## src/rtl/jt12_mod_sched_pkg.sv

```systemverilog
// Shared slot op codes, algorithm encodings and record types for the FM modulation scheduler.
package jt12_mod_sched_pkg;

  typedef enum logic [1:0] {
    OP_S1 = 2'd0,
    OP_S2 = 2'd1,
    OP_S3 = 2'd2,
    OP_S4 = 2'd3
  } op_e;

  localparam logic [2:0] ALG0 = 3'd0;
  localparam logic [2:0] ALG1 = 3'd1;
  localparam logic [2:0] ALG2 = 3'd2;
  localparam logic [2:0] ALG3 = 3'd3;
  localparam logic [2:0] ALG4 = 3'd4;
  localparam logic [2:0] ALG5 = 3'd5;
  localparam logic [2:0] ALG6 = 3'd6;

  // S1 feedback shift is FB_SHIFT_BASE - fb, so fb=7 halves the two-sample sum twice.
  localparam int FB_SHIFT_BASE = 9;
  localparam int MAX_CH        = 8;

  typedef struct packed {
    logic       vld;
    logic [2:0] ch;
    op_e        op;
  } tag_t;

  typedef struct packed {
    logic d1;
    logic d2;
    logic v2;
    logic v3;
    logic fb_en;
  } src_sel_t;

  function automatic logic [3:0] op_onehot(input op_e op);
    return 4'b0001 << op;
  endfunction

endpackage

```

## src/rtl/jt12_mod_sched_if.sv

```systemverilog
// Config, write-back and issued-slot bus between the modulation scheduler and the operator pipeline.
interface jt12_mod_sched_if #(
  parameter int OPW = 14
);
  logic                  cfg_we;
  logic [2:0]            cfg_ch;
  logic [2:0]            cfg_alg;
  logic [2:0]            cfg_fb;
  logic signed [OPW-1:0] op_result;

  logic                  s1_enters;
  logic                  s2_enters;
  logic                  s3_enters;
  logic                  s4_enters;
  logic [2:0]            slot_ch;
  logic [2:0]            alg_I;
  logic signed [OPW:0]   mod_out;
  logic                  slot_valid;
  logic                  sync;

  modport master (
    input  cfg_we, cfg_ch, cfg_alg, cfg_fb, op_result,
    output s1_enters, s2_enters, s3_enters, s4_enters,
    output slot_ch, alg_I, mod_out, slot_valid, sync
  );

  modport slave (
    output cfg_we, cfg_ch, cfg_alg, cfg_fb, op_result,
    input  s1_enters, s2_enters, s3_enters, s4_enters,
    input  slot_ch, alg_I, mod_out, slot_valid, sync
  );
endinterface

```

## src/rtl/jt12_mod_sched_route.sv

```systemverilog
// Combinational (alg, op) -> modulation source selects; zero latency, no flow control.
module jt12_mod_sched_route
  import jt12_mod_sched_pkg::*;
(
  input  logic [2:0] alg_i,
  input  op_e        op_i,
  output src_sel_t   sel_o
);

  always_comb begin
    sel_o = '0;
    case (op_i)
      OP_S1: begin
        sel_o.d1    = 1'b1;
        sel_o.d2    = 1'b1;
        sel_o.fb_en = 1'b1;
      end
      OP_S2: begin
        sel_o.d1 = (alg_i == ALG0) || (alg_i == ALG3) || (alg_i == ALG4) ||
                   (alg_i == ALG5) || (alg_i == ALG6);
      end
      OP_S3: begin
        case (alg_i)
          ALG0:    sel_o.v2 = 1'b1;
          ALG1:    begin sel_o.d1 = 1'b1; sel_o.v2 = 1'b1; end
          ALG2:    sel_o.v2 = 1'b1;
          ALG5:    sel_o.d1 = 1'b1;
          default: ;
        endcase
      end
      OP_S4: begin
        case (alg_i)
          ALG0, ALG1, ALG4: sel_o.v3 = 1'b1;
          ALG2:    begin sel_o.d1 = 1'b1; sel_o.v3 = 1'b1; end
          ALG3:    begin sel_o.v2 = 1'b1; sel_o.v3 = 1'b1; end
          ALG5:    sel_o.d1 = 1'b1;
          default: ;
        endcase
      end
      default: ;
    endcase
  end

endmodule

```

## src/rtl/jt12_mod_sched.sv

```systemverilog
// Op-major slot scheduler with per-channel config and operand store; outputs registered, one slot per clk_en.
// Results return RES_LAT advances after issue through a tag pipe; no stall path, clk_en is the only pacing.
module jt12_mod_sched
  import jt12_mod_sched_pkg::*;
#(
  parameter int num_ch  = 6,
  parameter int OPW     = 14,
  parameter int RES_LAT = 4
) (
  input logic              clk,
  input logic              rst,
  input logic              clk_en,
  jt12_mod_sched_if.master bus
);

  logic [2:0]            ch_q, ch_d;
  op_e                   op_q, op_d;
  logic [2:0]            alg_ram_q [MAX_CH];
  logic [2:0]            fb_ram_q  [MAX_CH];
  logic signed [OPW-1:0] d1_q [MAX_CH];
  logic signed [OPW-1:0] d2_q [MAX_CH];
  logic signed [OPW-1:0] v2_q [MAX_CH];
  logic signed [OPW-1:0] v3_q [MAX_CH];
  tag_t                  tag_q [RES_LAT];

  logic [3:0]            enters_q;
  logic [2:0]            slot_ch_q;
  logic [2:0]            alg_out_q;
  logic signed [OPW:0]   mod_q, mod_d;
  logic                  slot_valid_q;
  logic                  sync_q;

  logic [2:0]            alg_cur;
  logic [2:0]            fb_cur;
  src_sel_t              sel;
  logic signed [OPW:0]   src_d1, src_d2, src_v2, src_v3, sum_w;
  logic [3:0]            shamt;
  tag_t                  wb_tag;

  assign alg_cur = alg_ram_q[ch_q];
  assign fb_cur  = fb_ram_q[ch_q];
  assign wb_tag  = tag_q[RES_LAT-1];

  jt12_mod_sched_route u_route (
    .alg_i (alg_cur),
    .op_i  (op_q),
    .sel_o (sel)
  );

  // ch_q/op_q name the slot the next clk_en will issue.
  always_comb begin
    ch_d = ch_q + 3'd1;
    op_d = op_q;
    if (ch_q == 3'(num_ch - 1)) begin
      ch_d = 3'd0;
      op_d = op_e'(op_q + 2'd1);
    end
  end

  always_comb begin
    src_d1 = '0;
    src_d2 = '0;
    src_v2 = '0;
    src_v3 = '0;
    if (sel.d1) src_d1 = {d1_q[ch_q][OPW-1], d1_q[ch_q]};
    if (sel.d2) src_d2 = {d2_q[ch_q][OPW-1], d2_q[ch_q]};
    if (sel.v2) src_v2 = {v2_q[ch_q][OPW-1], v2_q[ch_q]};
    if (sel.v3) src_v3 = {v3_q[ch_q][OPW-1], v3_q[ch_q]};
    sum_w = src_d1 + src_d2 + src_v2 + src_v3;
    shamt = 4'(FB_SHIFT_BASE) - {1'b0, fb_cur};
    mod_d = sum_w;
    if (sel.fb_en) begin
      if (fb_cur == 3'd0) mod_d = '0;
      else                mod_d = sum_w >>> shamt;
    end
  end

  always_ff @(posedge clk) begin
    if (rst) begin
      ch_q         <= '0;
      op_q         <= OP_S1;
      enters_q     <= '0;
      slot_ch_q    <= '0;
      alg_out_q    <= '0;
      mod_q        <= '0;
      slot_valid_q <= 1'b0;
      sync_q       <= 1'b0;
      for (int i = 0; i < MAX_CH; i++) begin
        alg_ram_q[i] <= '0;
        fb_ram_q[i]  <= '0;
        d1_q[i]      <= '0;
        d2_q[i]      <= '0;
        v2_q[i]      <= '0;
        v3_q[i]      <= '0;
      end
      for (int i = 0; i < RES_LAT; i++) tag_q[i] <= '0;
    end else begin
      // Issue reads the pre-edge RAM/store, so same-edge writes land after the issue.
      if (bus.cfg_we && (bus.cfg_ch < 3'(num_ch))) begin
        alg_ram_q[bus.cfg_ch] <= bus.cfg_alg;
        fb_ram_q[bus.cfg_ch]  <= bus.cfg_fb;
      end
      if (clk_en) begin
        ch_q         <= ch_d;
        op_q         <= op_d;
        enters_q     <= op_onehot(op_q);
        slot_ch_q    <= ch_q;
        alg_out_q    <= alg_cur;
        mod_q        <= mod_d;
        slot_valid_q <= 1'b1;
        sync_q       <= (ch_q == 3'd0) && (op_q == OP_S1);
        tag_q[0]     <= '{vld: 1'b1, ch: ch_q, op: op_q};
        for (int i = 1; i < RES_LAT; i++) tag_q[i] <= tag_q[i-1];
        if (wb_tag.vld) begin
          case (wb_tag.op)
            OP_S1: begin
              d2_q[wb_tag.ch] <= d1_q[wb_tag.ch];
              d1_q[wb_tag.ch] <= bus.op_result;
            end
            OP_S2:   v2_q[wb_tag.ch] <= bus.op_result;
            OP_S3:   v3_q[wb_tag.ch] <= bus.op_result;
            default: ;
          endcase
        end
      end
    end
  end

  assign bus.s1_enters  = enters_q[0];
  assign bus.s2_enters  = enters_q[1];
  assign bus.s3_enters  = enters_q[2];
  assign bus.s4_enters  = enters_q[3];
  assign bus.slot_ch    = slot_ch_q;
  assign bus.alg_I      = alg_out_q;
  assign bus.mod_out    = mod_q;
  assign bus.slot_valid = slot_valid_q;
  assign bus.sync       = sync_q;

endmodule

```

## src/flat_wrapper.sv

```systemverilog
// flat-port wrapper written by rule: the top's interface ports become plain ports
module jt12_mod_sched_flat import jt12_mod_sched_pkg::*;
#(
  parameter int num_ch  = 6,
  parameter int OPW     = 14,
  parameter int RES_LAT = 4
)
  (clk, rst, clk_en, bus_cfg_we, bus_cfg_ch, bus_cfg_alg, bus_cfg_fb, bus_op_result, bus_s1_enters, bus_s2_enters, bus_s3_enters, bus_s4_enters, bus_slot_ch, bus_alg_I, bus_mod_out, bus_slot_valid, bus_sync);
  jt12_mod_sched_if #(.OPW(OPW)) bus_i ();
  input logic clk;
  input logic rst;
  input logic clk_en;
  input wire logic [$bits(bus_i.cfg_we)-1:0] bus_cfg_we;
  input wire logic [$bits(bus_i.cfg_ch)-1:0] bus_cfg_ch;
  input wire logic [$bits(bus_i.cfg_alg)-1:0] bus_cfg_alg;
  input wire logic [$bits(bus_i.cfg_fb)-1:0] bus_cfg_fb;
  input wire logic [$bits(bus_i.op_result)-1:0] bus_op_result;
  output wire logic [$bits(bus_i.s1_enters)-1:0] bus_s1_enters;
  output wire logic [$bits(bus_i.s2_enters)-1:0] bus_s2_enters;
  output wire logic [$bits(bus_i.s3_enters)-1:0] bus_s3_enters;
  output wire logic [$bits(bus_i.s4_enters)-1:0] bus_s4_enters;
  output wire logic [$bits(bus_i.slot_ch)-1:0] bus_slot_ch;
  output wire logic [$bits(bus_i.alg_I)-1:0] bus_alg_I;
  output wire logic [$bits(bus_i.mod_out)-1:0] bus_mod_out;
  output wire logic [$bits(bus_i.slot_valid)-1:0] bus_slot_valid;
  output wire logic [$bits(bus_i.sync)-1:0] bus_sync;
  assign bus_i.cfg_we = bus_cfg_we;
  assign bus_i.cfg_ch = bus_cfg_ch;
  assign bus_i.cfg_alg = bus_cfg_alg;
  assign bus_i.cfg_fb = bus_cfg_fb;
  assign bus_i.op_result = bus_op_result;
  assign bus_s1_enters = bus_i.s1_enters;
  assign bus_s2_enters = bus_i.s2_enters;
  assign bus_s3_enters = bus_i.s3_enters;
  assign bus_s4_enters = bus_i.s4_enters;
  assign bus_slot_ch = bus_i.slot_ch;
  assign bus_alg_I = bus_i.alg_I;
  assign bus_mod_out = bus_i.mod_out;
  assign bus_slot_valid = bus_i.slot_valid;
  assign bus_sync = bus_i.sync;
  jt12_mod_sched #(.num_ch(num_ch), .OPW(OPW), .RES_LAT(RES_LAT)) u_core (.clk(clk), .rst(rst), .clk_en(clk_en), .bus(bus_i));
endmodule
```

## config.mk

```make
export PLATFORM = sky130hd
export DESIGN_NAME = jt12_mod_sched_flat
export DESIGN_NICKNAME = d
export VERILOG_FILES = /design/src/rtl/jt12_mod_sched_pkg.sv /design/src/rtl/jt12_mod_sched_if.sv /design/src/rtl/jt12_mod_sched_route.sv /design/src/rtl/jt12_mod_sched.sv /design/src/flat_wrapper.sv
export SDC_FILE = /design/constraint.sdc
export NUM_CORES = 1
export LEC_CHECK = 0
export BUFFER_PORTS_ARGS = -buffer_cell sky130_fd_sc_hd__clkbuf_2
export CORE_MARGIN = 5
export CORE_UTILIZATION = 57
export CTS_CLUSTER_SIZE = 25
export DETAILED_ROUTE_END_ITERATION = 8
export HOLD_SLACK_MARGIN = 0.08
export PLACE_DENSITY = 0.76
export SLEW_MARGIN = 0
export SYNTH_ARGS = -nofsm -noshare
export SYNTH_HDL_FRONTEND = slang
export SYNTH_SLANG_ARGS = --single-unit
```

## constraint.sdc

```tcl
create_clock -name clk -period 6.6 [get_ports clk]
set_clock_uncertainty 0.2 [all_clocks]
set_input_delay 0.99 -clock clk [delete_from_list [all_inputs] [get_ports clk]]
set_output_delay 0.99 -clock clk [all_outputs]
set_load 0.01 [all_outputs]
```

==> results of run 1 <==
## layout make-up
cell class              count  area (sq um)
fillers                  3437         17300
flip-flops and latches    555         16300
multi-input cells        1237         10300
clock buffers              81          1660
repair buffers            122           846
well taps                 615           769
clock inverters            24           238
inverters                  61           229
diodes                      1          2.50
## critical path: stages (launching register included)
cell and delay, ns:
dfxtp_4 0.50, mux4_1 0.64, mux2i_4 0.30, nand3b_1 0.16
nand2_1 0.11, nand2_1 0.13, nor2_1 0.07, fa_1 0.52
inv_1 0.06, fa_1 0.49, inv_1 0.05, ha_1 0.22
fa_1 0.49, a211oi_1 0.33, o21ai_1 0.23, a311o_1 0.41
nand3_1 0.09, o221ai_1 0.19, mux4_2 0.51, nor2_1 0.11
o211a_1 0.16, nor4_2 0.05
## flip-flops by register name, summed over array words and instances, names as in the netlist, named ones only
| signal | count |
|---|---|
| u_core.alg_ram_q | 24 |
| u_core.bus.alg_I | 3 |
| u_core.bus.mod_out | 15 |
| u_core.bus.slot_ch | 3 |
| u_core.bus.slot_valid | 1 |
| u_core.bus.sync | 1 |
| u_core.ch_q | 3 |
| u_core.d1_q | 112 |
| u_core.d2_q | 112 |
| u_core.enters_q | 4 |
| u_core.fb_ram_q | 24 |
| u_core.op_q | 2 |
| u_core.tag_q | 24 |
| u_core.v2_q | 112 |
| u_core.v3_q | 112 |
## synthesized netlist by cell type, drive strengths merged, types with 22 or more instances
cell,instances
a21oi,22
mux4,127
edfxtp,519
or2,26
inv,60
and3,116
nand2,39
clkbuf,144
dfxtp,36
mux2i,60
a22oi,67
o21ai,35
fa,28
buf,26
mux2,25
and2,282
nor2,219
## placed cells by master, fill, tap and decap left out, types with 24 or more instances in the layout
master / instances
or2_2: 24
mux4_2: 126
nand2_1: 37
fa_1: 28
a22oi_1: 67
inv_1: 60
nor2_1: 219
and2_1: 282
buf_4: 64
clkbuf_2: 53
edfxtp_1: 519
dfxtp_1: 33
o21ai_0: 27
mux2i_1: 56
and3_1: 116
clkbuf_16: 60
mux2_2: 25
## power by group through the flow
stage | clock, mW | combinational (mW) | sequential (mW)
finish | 3.21 | 1.18 | 4.07
global route | 3.40 | 1.26 | 4.09
CTS | 3.24 | 1.16 | 4.07
detailed placement | 0 | 1.15 | 4.14
global placement | 0 | 1.14 | 4.13
floorplan | 0 | 0.810 | 4.11
## kinds of logic (layout without fill, tap and decap cells)
| kind of cell | Yosys count | in the layout | share of synthesized area (%) |
|---|---|---|---|
| buf+inv | 231 | 288 | 3.24 |
| mux | 212 | 212 | 13.8 |
| xor+xnor | 14 | 14 | 0.448 |
| simple gates | 777 | 777 | 15.6 |
| fa+ha+maj | 48 | 48 | 2.96 |
| flops | 555 | 555 | 59.5 |
| compound gates | 174 | 174 | 4.41 |
| other cells | 1 | 13 | 0.0137 |
## routing by layer
| metal | routed length (um) | part of all wire, % | up-vias |
|---|---|---|---|
| met5 | 0 | 0 | - |
| met4 | 2460 | 3.5 | 0 |
| met3 | 6390 | 9.1 | 158 |
| met2 | 34000 | 49 | 888 |
| met1 | 27100 | 39 | 8598 |
| li1 | - | - | 7474 |
## path summary, 6_finish.rpt
check,start,to,depth (start not counted)
worst max-delay path,flop,u_core.bus.mod_out[3],21
worst min-delay path,u_core.bus.mod_out[14],u_core.bus.mod_out[14],2
worst max register to register,flop,u_core.bus.mod_out[3],21
worst min register to register,u_core.bus.mod_out[14],u_core.bus.mod_out[14],2
## through the flow
stage	power, mW	hold WS, ns
5_1_grt	8.75	0.278
3_5_place_dp	5.30	0.247
3_3_place_gp	5.28	0.239
2_1_floorplan	4.92	0.227
4_1_cts	8.47	0.262
6_report	8.46	0.263
## what timing repair did
action | 4_1_cts | 5_1_grt
endpoints found under the setup margin | 0 | 8
hold buffers | 0 | 0
gates resized for setup | 0 | 4
buffers inserted | 0 | 0
endpoints found under the hold margin | 0 | 0
==> run_results.csv, run 1 <==
group,metric,value,unit
logic_synthesis,synth_seq_area_share,59.5,%
routing,routed_via_density,6.35,
setup_path,criticalPathCategory,"reg2reg",
timing,rsz0062_at_grt,"false",
place,dp_hpwl,44500,um
grt,use_met3,4.55,%
power_and_ir_drop,p_int,6.29,mW
clock_tree,clk_latency,0.63,ns
timing,setup_violations,0,
clock_tree,cts_tree,"built",
grt,use_met1,36.6,%
power_and_ir_drop,clockPowerShare,38.0,%
place,io_buffers,53,
final_layout,final_net_count,2109,
timing,fmax,163,MHz
routing,wire_per_inst,26.0,um
timing,drv_slew,0,
power_and_ir_drop,p_switching,2.17,mW
run,maxCapViolCount,0,
setup_path,worst_setup_path_end_kind,"flop",
setup_path,arrival,6.44,ns
final_layout,final_core_util,63.7,%
grt,grt_pass1_vias,17635,
clock_tree,htreeDepth,2,
timing,fin_crit_sh,93.2,%
clock_tree,cts_buffers,57,
timing,setup_tns,0,ns
floorplan,initial_utilization,57.5,%
logic_synthesis,synthArstFlopShare,0,%
logic_synthesis,yosys_warnings,0,
floorplan,coreArea,0.0476,sq mm
grt,antenna_found_initial,3,
logic_synthesis,yosysTopAreaCellShare,56.9,%
power_and_ir_drop,peakVddDrop,0.000219,V
logic_synthesis,yosys.area.top_type,"edfxtp_1",
grt,grt_pass1_wl,107000,um
timing,slew-limit-headroom,33.8,%
power_and_ir_drop,pwr-share-comb,13.9,%
power_and_ir_drop,p_per_area,279,mW/mm^2
timing,hold_violations,0,
logic_synthesis,synth_edf_count,519,
grt,overflow,0,
logic_synthesis,ys_types,65,
place,gp_congestion,0.914,
grt,grt_max_degree,105,
clock_tree,cts_buffer_depth,3,
logic_synthesis,netlist_area,0.0274,sq mm
setup_path,cp.required,6.89,ns
grt,met2_usage,43.1,%
routing,firstDrtPassIters,6,
power_and_ir_drop,p_sw_share,25.6,%
setup_path,rrSetupSlack,0.45,ns
routing,drtAntennaViolNets,0,
run_status,status,"finished clean",
floorplan,fp.dieW,229,um
clock_tree,clk_pin_slew,0.06,ns
timing,period_minus_slack,6.15,ns
routing,drc,0,
place,place_inst,2590,
grt,grt_usage,26.5,%
worst_hold_path,hold_path_class,"reg2reg",
timing,worst_slack,0.448,ns
routing,via_count,17118,
final_layout,final_area,0.0303,sq mm
logic_synthesis,syn_avg_cell_area,13.6,sq um
logic_synthesis,yosys_register_bits,555,
floorplan,dieArea,0.0525,sq mm
grt,top_usage_layer,"met2",
logic_synthesis,synth_area_leaders,"edfxtp_1 (57%), mux4_2 (10%), and2_1 (6.4%)",
place,place_area,0.0284,sq mm
final_layout,area_delta_synth_final,10.8,%
final_layout,fin_cells,2696,
setup_path,start_kind,"flop",
logic_synthesis,netlist_instances,2012,
power_and_ir_drop,leakagePower,11.4,nW
clock_tree,root_buffer,"clkbuf_16",
floorplan,fp-row-count,80,
routing,drt_iter0_markers,2276,
setup_path,path_max_fanout,13,
logic_synthesis,synth_ff_type,"edfxtp_1",
power_and_ir_drop,pwr-share-seq,48.1,%
timing,max_slew.worst_pin.slew,0.990,ns
place,dp_slack,0.375,ns
floorplan,io_pins,54,
final_layout,drive_gt1_share,19.5,%
routing,routed_wl,70000,um
floorplan,fp.dieH,229,um
clock_tree,cts.sinks,555,
Note: power is estimated with default switching activity, not from simulation.
==> inputs of run 2 (changes only) <==
- CORE_ASPECT_RATIO: not set -> 0.6
==> run 2 against run 1 <==
Compared with the run above:
- clock-buffer cell count decreased by 19
- sequential power is essentially flat
- sequential share of layout area grew 0.33 points
- via count up 1.2%
- setup slack worse by 0.042 ns
- highest routed layer unchanged
==> run_results.csv, run 2 (synthesis results as in run 1) <==
group,metric,value,unit
worst_hold_path,min-delay-start,"u_core.bus.slot_ch[1]",
timing,rsz0062_at_grt,"false",
timing,slew-limit-headroom,28.7,%
setup_path,arrival,6.44,ns
clock_tree,cts_tree,"built",
timing,max_slew.worst_pin.slew,1.07,ns
power_and_ir_drop,leakagePower,11.3,nW
grt,grt_pass1_vias,16793,
grt,grt_max_degree,109,
final_layout,final_net_count,2107,
clock_tree,cts.sinks,555,
routing,drtAntennaViolNets,0,
timing,fmax,161,MHz
setup_path,cp_top_family,"adder cells",
setup_path,r2r-end,"u_core.bus.mod_out[0]",
clock_tree,cts_buffer_depth,3,
setup_path,path_max_fanout,12,
floorplan,initial_utilization,57.4,%
final_layout,final_core_util,63.2,%
grt,antenna_found_initial,1,
timing,hold_violations,0,
place,gp_congestion,0.945,
clock_tree,root_buffer,"clkbuf_16",
setup_path,critPathBufInv,4,
routing,via_count,17315,
routing,firstDrtPassIters,5,
clock_tree,clk_pin_slew,0.07,ns
place,dp_hpwl,46600,um
routing,drt_iter0_markers,2591,
grt,grt_pass1_wl,108000,um
setup_path,reg2regPathDepth,22,
clock_tree,htreeDepth,2,
floorplan,coreArea,0.0477,sq mm
setup_path,rrSetupSlack,0.41,ns
setup_path,cp_slowest_stage_delay,0.63,ns
setup_path,path_cells,"mux4_1, mux2i_4, nand3b_1, nand2_1, nand2_1, buf_4, nor2_1, fa_1, inv_1, fa_1, inv_1, ha_1, a211oi_1, o211a_1, or2_1, nor3_1, nor3_1, xor2_1, buf_4, mux2i_1, a21oi_1, o221ai_1",
floorplan,fp.dieW,293,um
floorplan,io_pins,54,
clock_tree,cts_hold_buf,0,
timing,setup_violations,0,
routing,drc,0,
grt,grt_usage,26.7,%
run,maxCapViolCount,0,
worst_hold_path,min_path_cells,1,
setup_path,start_kind,"flop",
final_layout,final_common_cell,"edfxtp_1",
power_and_ir_drop,peakVddDrop,0.000176,V
setup_path,worst_setup_path_end_kind,"flop",
final_layout,layout_common_cells,"edfxtp_1 (519), and2_1 (282), nor2_1 (219), mux4_2 (126), and3_1 (116)",
floorplan,fp.dieH,180,um
clock_tree,clk_latency,0.61,ns
run_status,status,"finished clean",
grt,overflow,0,
final_layout,diodes,0,
setup_path,cp.required,6.85,ns
timing,period_minus_slack,6.19,ns
timing,drv_slew,0,
floorplan,fp-row-count,62,
routing,routed_wl,71300,um
worst_hold_path,min_to,"u_core.bus.slot_ch[1]",
final_layout,drive_gt1_share,19.2,%
final_layout,area_delta_synth_final,10.1,%
setup_path,cp_slowest_cell,"mux4_1",
power_and_ir_drop,p_per_area,273,mW/mm^2
clock_tree,cts_buffers,51,
routing,routed_via_density,6.38,
floorplan,dieArea,0.0527,sq mm
worst_hold_path,hold_path_class,"reg2reg",
power_and_ir_drop,power.total,8.24,mW
place,io_buffers,53,
routing,wire_per_inst,26.3,um
timing,fin_crit_sh,93.8,%
setup_path,criticalPathCategory,"reg2reg",
timing,setup_tns,0,ns
## run 2: power by group
part | leakage, nW | switching [mW] | internal, mW
sequential | 5.67 | 0.0791 | 3.99
combinational | 4.83 | 0.745 | 0.468
clock | 0.806 | 1.36 | 1.60
## run 2: worst max-delay path by stage
stage / end / slack (ns) / cells past startpoint
2_1_floorplan: u_core.bus.mod_out[3] / 0.47 / 21
3_3_place_gp: u_core.bus.mod_out[8] / 0.50 / 20
3_5_place_dp: u_core.bus.mod_out[0] / 0.33 / 20
4_1_cts: u_core.bus.mod_out[0] / 0.27 / 20
5_1_grt: u_core.bus.mod_out[0] / 0.03 / 20
6_report: u_core.bus.mod_out[0] / 0.41 / 22
## run 2: per-stage QoR
| stage | hold slack (ns) | area (sq um) | std cells | worst slack [ns] |
|---|---|---|---|---|
| finish | 0.262 | 30200 | 2715 | 0.407 |
| global route | 0.278 | 30200 | 2715 | 0.0264 |
| floorplan | 0.227 | 27400 | 2023 | 0.471 |
| detailed placement | 0.245 | 28500 | 2618 | 0.333 |
| CTS | 0.261 | 30100 | 2714 | 0.270 |
| global placement | 0.238 | 28500 | 2618 | 0.495 |
## run 2: timing repair
action                                  4_1_cts  5_1_grt
endpoints found under the setup margin        0        9
gates resized for setup                       0        5
setup buffers                                 0        1
## run 2: cell type report
cell class / count / area [sq um]
sequential: 555 / 16300
tap: 640 / 801
clock buffer: 62 / 1330
multi-input combinational: 1237 / 10300
fill: 3433 / 17500
clock inverter: 34 / 314
inverter: 61 / 229
timing repair buffer: 126 / 892
## run 2: layer usage
layer	part of all wire [%]	vias up	track usage (%)
met3	13	111	6.59
li1	-	7448	-
met1	42	8690	42.4
met4	2.3	0	5.98
met5	0	-	0
met2	43	1066	37.7
